--- src/rtl/if_stage.sv ---
// if_stage: PC holder with one outstanding imem fetch and a small {inst, inst_addr} buffer toward decode
module if_stage #(
    parameter logic [63:0] RESET_PC = 64'h0000_0000_8000_0000,
    parameter int          DEPTH    = 2
) (
    input  logic        clk,
    input  logic        rst,
    input  logic        redirect_valid,
    input  logic [63:0] redirect_pc,
    output logic        imem_req_valid,
    output logic [63:0] imem_req_addr,
    input  logic        imem_req_ready,
    input  logic        imem_resp_valid,
    input  logic [31:0] imem_resp_data,
    output logic        inst_valid,
    output logic [31:0] inst,
    output logic [63:0] inst_addr,
    input  logic        inst_ready
);
    localparam int            AW   = $clog2(DEPTH);
    localparam logic [AW:0]   FULL = (AW+1)'(DEPTH);

    typedef enum logic [1:0] {IDLE, REQ, WAIT, DROP} state_t;

    state_t        state, state_n;
    logic [63:0]   pc, pc_n;
    logic [31:0]   buf_inst [DEPTH];
    logic [63:0]   buf_addr [DEPTH];
    logic [AW-1:0] rd_ptr, wr_ptr;
    logic [AW:0]   count, count_n;
    logic          accept, enq, deq;

    assign imem_req_valid = state == REQ;
    assign imem_req_addr  = pc;
    assign accept         = imem_req_valid & imem_req_ready;
    assign enq            = (state == WAIT) & imem_resp_valid & ~redirect_valid;
    assign inst_valid     = count != '0;
    assign deq            = inst_valid & inst_ready & ~redirect_valid;
    assign inst           = inst_valid ? buf_inst[rd_ptr] : 32'h0000_0013;
    assign inst_addr      = inst_valid ? buf_addr[rd_ptr] : 64'h0;

    // Next state, next PC and next occupancy; a redirect overrides everything and
    // routes through DROP whenever a fetch is still in flight after this edge.
    always_comb begin
        state_n = state;
        pc_n    = pc;
        count_n = redirect_valid ? '0 : count + (AW+1)'(enq) - (AW+1)'(deq);
        if (redirect_valid) begin
            pc_n = {redirect_pc[63:2], 2'b00};
            case (state)
                IDLE:    state_n = REQ;
                REQ:     state_n = accept ? DROP : REQ;
                default: state_n = imem_resp_valid ? REQ : DROP;
            endcase
        end else begin
            case (state)
                IDLE: state_n = (count < FULL) ? REQ : IDLE;
                REQ: begin
                    state_n = accept ? WAIT : REQ;
                    pc_n    = accept ? pc + 64'd4 : pc;
                end
                WAIT:    state_n = !imem_resp_valid ? WAIT : (count_n < FULL) ? REQ : IDLE;
                default: state_n = imem_resp_valid ? REQ : DROP;
            endcase
        end
    end

    // Fetch control registers
    always_ff @(posedge clk or posedge rst) begin
        if (rst) begin
            state <= IDLE;
            pc    <= RESET_PC;
        end else begin
            state <= state_n;
            pc    <= pc_n;
        end
    end

    // Instruction buffer: the word returned in WAIT belongs to pc-4 since pc advanced on accept
    always_ff @(posedge clk or posedge rst) begin
        if (rst) begin
            rd_ptr <= '0;
            wr_ptr <= '0;
            count  <= '0;
            for (int i = 0; i < DEPTH; i++) begin
                buf_inst[i] <= 32'h0000_0013;
                buf_addr[i] <= 64'h0;
            end
        end else begin
            count <= count_n;
            if (redirect_valid) begin
                rd_ptr <= '0;
                wr_ptr <= '0;
            end else begin
                if (enq) begin
                    buf_inst[wr_ptr] <= imem_resp_data;
                    buf_addr[wr_ptr] <= pc - 64'd4;
                    wr_ptr           <= wr_ptr + AW'(1);
                end
                if (deq) rd_ptr <= rd_ptr + AW'(1);
            end
        end
    end
endmodule

--- config.mk ---
export PLATFORM = sky130hd
export DESIGN_NAME = if_stage
export DESIGN_NICKNAME = d
export VERILOG_FILES = /design/src/rtl/if_stage.sv
export SDC_FILE = /design/constraint.sdc
export NUM_CORES = 1
export LEC_CHECK = 0
export ABC_AREA = 1
export BUFFER_PORTS_ARGS = -buffer_cell sky130_fd_sc_hd__buf_2
export CORE_ASPECT_RATIO = 1.75
export CORE_UTILIZATION = 35
export DETAILED_ROUTE_END_ITERATION = 6
export PLACE_DENSITY = 0.61
export SKIP_CTS_REPAIR_TIMING = 1
export SKIP_LAST_GASP = 1
export SYNTH_ARGS = -nofsm -noshare
export SYNTH_HDL_FRONTEND = slang
export SYNTH_SLANG_ARGS = --single-unit
--- constraint.sdc ---
create_clock -name clk -period 11 [get_ports clk]
set_input_delay 1.1 -clock clk [delete_from_list [all_inputs] [get_ports clk]]
set_output_delay 1.1 -clock clk [all_outputs]
set_load 0.02 [all_outputs]
Word level (Yosys, flattened, before mapping). Index checks and enable logic that the tools add are counted.

Bitwise logic cells: 8. Mux-type cells: 31. Eq/ne operators: 2. Reductions and logical operators: 9. $add $sub $neg: 6. $lt $le $gt $ge: 5.

Operator list (number): $mux 64 (8); $mux 32 (5); $bwmux 128 (1); $add 64x3->64 const B (1); $bwmux 64 (1); $demux 64 s1 (1); $sub 64x3->64 const B (1); $demux 32 s1 (1); $mux 2 (6); $reduce_bool 2->1 (5); $mux 1 (6); $pmux 2 s3 (1); $and 1x1->1 (5); $ge 2x2->1 const B (2); $lt 2x2->1 const B (2); $not 1->2 (2); $pmux 2 s2 (1); $reduce_and 2->1 (2); $add 1x1->1 const B (2); $add 2x1->2 (1); $eq 2x1->1 const B (1); $eq 2x2->1 const B (1); $logic_not 2->1 (1); $lt 2x1->1 const B (1); 3 further kinds (3).

Word-level logic and storage cells: 70. Bits in registers: 262. Output and inout port bits: 162. Input port bits: 102.

Logic depth before layout (Yosys ltp).
Depth after elaboration: 11. Depth in mapped cells: 12. Depth with buffers taken out: 11.

Worst setup path before layout. OpenSTA, ideal clock, no wires.

Path type: input -> register. Start point: input redirect_valid. End point: register state[0]. Buffers on the path: 2. Arrival time: 2501 ps. Setup slack: 8404 ps. Required time: 10905 ps. Library setup time: 95 ps. Stages: 9. Path through: clkbuf_1 clkbuf_1 nor2_1 ha_1 inv_1 ha_1 nor2_1 nor2_1 o31ai_1.

Cells in the longest elaborated chain, start to end: 10. Elaborated cells on any way between the ends: 11. Classes of those cells: 2 x add/sub; 1 x order compare; 5 x mux; 3 x bitwise.

RTL lines: from (decl) (line 8) `input logic redirect_valid,`; $not 1->1 (no source line); $and 1x1->1 (line 36) `assign enq = (state == WAIT) & imem_resp_valid & ~redirect_valid;`; $add 2x1->2 (line 47) `count_n = redirect_valid ? '0 : count + (AW+1)'(enq) - (AW+1)'(deq);`; $sub 2x1->2 (line 47); $mux 2 * (line 47); via count_n[1] (line 30) `logic [AW:0] count, count_n;`; $lt 2x2->1 * (line 62) `WAIT: state_n = !imem_resp_valid ? WAIT : (count_n < FULL) ? REQ : IDLE;`; $mux 1 * (line 62); $mux 2 * (line 62); $pmux 2 s3 * (line 56) `case (state)`; $mux 2 * (line 48) `if (redirect_valid) begin`; via state_n[0] (line 25) `state_t state, state_n;`; to (signal assigned) (line 74) `state <= state_n;`; to (decl) (line 25).

Mark *: on every way through the listed nets, which the timed path passes. The rest lies on a longest branch. A chain may end at the register's enable or synchronous reset.

Final worst setup path.
Start point: register rd_ptr. End point: output inst_addr[49].

Cells in the longest elaborated chain, start to end: 5.

RTL lines: from (decl) (line 29) `logic [AW-1:0] rd_ptr, wr_ptr;`; from (signal assigned) (line 100) `if (deq) rd_ptr <= rd_ptr + AW'(1);`; $not 1->2 (implied by the code) (line 40) `assign inst_addr = inst_valid ? buf_addr[rd_ptr] : 64'h0;`; $mux 64 (implied by the code) (3 in series) (line 40); $mux 64 (line 40); to (decl) (line 17) `output logic [63:0] inst_addr,`.

Every way passes these cells. The select of a mux whose other input is x is not followed.

==> qor.csv <==
stage;metric;value;unit
run;Max-Cap Viols;0;
global_route;initial antenna violation count;0;
place;Port Buf Inserts;257;
global_route;Tot GR Track Use;27.2;%
floorplanning;die area;45500;um2
sta;Final period util;44.1;%
critical_path;R2R Path Start;count[1]$_DFF_PP0_;
yosys;ys flop type;dfrtp_1;
sta;Setup Skew;0.00977;ns
min_path;worst hold path type;flop to flop;
route;# DRC;0;
critical_path;Worst Setup Start Kind;flop;
yosys;Post-synth EDFFs;0;
place;routability congestion estimate from global placement;0.976;
run_status;status;finished, final reports clean;
power;Power Total;3.00;mW
critical_path;worst reg2reg path depth;12;
min_path;hold endpoint;buf_addr[61]$_DFFE_PP0P_;
cts;H-tree Lvls;1;
place;post-placement cell count;3056;
finish;P&R area growth vs syn;15.8;%
yosys;Commonest cells post-synth;906 x nand2_1, 270 x nor2_1, 249 x dfrtp_1;
route;total routed wirelength;62100;um
yosys;synthesized area;15600;um2
power;leakage power;8.95;nW
yosys;FFs w/ async S/R, synth;100;%
finish;Finished Core Util;41.0;%
cts;CTS clk-pin slew, worst paths;0.07;ns
floorplanning;die width;162;um
critical_path;Setup CP Type;flop to output pin;
sta;hold slack final;0.473;ns
finish;final net count;2619;
place;pre-CTS WS;6.48;ns
sta;Max Freq;206;MHz
cts;CTS Buf Count;27;
yosys;top cell type by total area after synthesis;dfrtp_1;
route;vias;15800;
floorplanning;core area;44200;um2
yosys;Yosys top cell area share;39.9;%
floorplanning;Initial Util;35.4;%
finish;antenna diode count;0;
min_path;hold path start;buf_addr[61]$_DFFE_PP0P_;
power;VDD IR max;0.104;mV
finish;Non-Filler Instances;3106;
critical_path;Critical R2R Capture;state[0]$_DFF_PP0_;
global_route;global route overflow;0;
cts;Clock Latency Late Sink;0.57;ns
route;routed len/inst;20.0;um
power;pwr dens;166;nW/um2
yosys;largest cells by area after synthesis;dfrtp_1 40%, nand2_1 22%, nor2_1 6.5%, inv_1 4.6%, o21ai_0 4.5%;
critical_path;r2r setup slk;7.81;ns
yosys;Yosys warnings;0;
cts;Clock Sinks;256;
global_route;largest net degree at the start of global routing;115;
critical_path;CP endpoint kind;output pin;
floorplanning;IO Pins;264;
floorplanning;Rows;102;
global_route;first-pass GRT wire length;92300;um
cts;clock root buffer master;clkbuf_16;
place;Placed Area;17200;um2
sta;RSZ-0062 raised after global routing;no;
sta;Slew @ Worst Pin;1.09;ns
place;DP HPWL;46800;um
finish;post-layout instance area;18100;um2
cts;CTS tree;built;
sta;Tmin final;4.85;ns
yosys;Cells after Synth;2332;
sta;final-report hold violation count;0;
route;vias per std cell;5.08;
critical_path;Worst Path Arrival;3.75;ns
min_path;hold path depth;2;
sta;final max-slew violation count;0;
yosys;most common cell in the netlist;nand2_1;
yosys;synth unique cells;38;
yosys;Syn Area/Cell;6.70;um2
yosys;sequential fraction of the synthesis area;41.1;%
route;Detailed Route Iter0 Violations;1341;
global_route;vias in the first global route;15400;
route;Final ANT Viol Nets;0;
sta;Setup TNS;0;ns
finish;layout cells sized above 1;15.5;%
sta;Slew HR;27.3;%
sta;final setup vio count;0;
critical_path;Required @ worst endpoint;9.90;ns
critical_path;critical-path maximum fanout;82;
yosys;#FFs+latches synth;256;
route;1st-pass router iterations;6;
floorplanning;Die Y;282;um
sta;Final WS setup;6.15;ns
cts;Clock Path Buffers;3;
-- worst max-delay path by stage --
stage | slack (ns) | cells after the start | endpoint | startpoint
2_1_floorplan | 2.87 | 1 | buf_addr[100]$_DFFE_PP0P_ | rst
3_3_place_gp | 6.54 | 9 | buf_inst[11]$_DFFE_PP0P_ | redirect_valid
3_5_place_dp | 6.48 | 9 | buf_inst[3]$_DFFE_PP0P_ | redirect_valid
4_1_cts | 6.11 | 5 | inst_addr[49] | rd_ptr$_DFFE_PP0P_
5_1_grt | 5.95 | 6 | inst_addr[49] | rd_ptr$_DFFE_PP0P_
6_report | 6.15 | 5 | inst_addr[49] | rd_ptr$_DFFE_PP0P_
-- logic make-up (layout without fill, tap and decap cells) --
logic type	Yosys count	after routing	share of synthesized area, %
simple gates	1367	1367	36.1
compound gates	327	327	11.1
buf+inv	323	522	8.43
flops	256	256	41.1
xor+xnor	54	54	3.03
fa+ha+maj	4	4	0.320
other cells	1	4	0.0240
-- state kept, by name (all words and copies together), names as in the netlist --
| register | flops |
|---|---|
| rd_ptr | 1 |
| buf_inst | 64 |
| buf_addr | 124 |
| count | 2 |
| wr_ptr | 1 |
| imem_req_addr | 62 |
| state | 2 |
-- critical path, cell delays in order (launching register included) --
cell and delay, ns:
dfrtp_2 0.34, buf_4 0.76, clkinv_2 0.68, buf_4 0.58, a21oi_1 0.47, buf_2 0.24
-- cells in the final DEF (no fill, tap or decap), types with 2 or more instances in the layout --
cell type / count
nor2_1: 269
conb_1: 4
nand4_1: 21
inv_2: 8
nand3_1: 97
clkbuf_16: 27
nor2_4: 18
buf_4: 11
o21ai_0: 141
nand2_2: 17
buf_2: 257
and2_1: 10
clkbuf_8: 6
dfrtp_1: 248
nand3b_1: 2
nand2_1: 906
clkinvlp_4: 2
clkinv_2: 6
clkbuf_1: 7
o21bai_1: 7
a21oi_1: 98
a31oi_1: 10
o221ai_1: 4
clkinv_1: 2
dfstp_2: 7
xor2_1: 51
nor3_1: 2
o22ai_1: 5
nand2_4: 5
nor2_8: 2
inv_1: 190
nor2_2: 17
ha_1: 4
o211ai_1: 13
xnor2_1: 3
clkinv_4: 2
bufinv_16: 2
o21ai_1: 46
-- area by class of cell --
cell class | instances | area (um2)
repair buffers | 268 | 1370
inverters | 204 | 777
clock inverters | 10 | 116
clock buffers | 40 | 785
fillers | 4828 | 26100
flip-flops and latches | 256 | 6420
well taps | 572 | 716
multi-input cells | 1756 | 7920
-- report_power, final --
part           total (mW)  switching, mW  internal, mW
Sequential           1.35          0.201          1.14
Clock               0.948          0.407         0.542
Combinational       0.705          0.468         0.237
-- per-layer routing --
metal	global-route usage, %	part of all wire, %	wire length, um
met1	29.7	37	23100
met5	0	0	0
met4	18.7	7.5	4670
met2	49.9	51	31900
met3	2.12	4.0	2510
No activity file was read; power rests on OpenSTA's default activity.
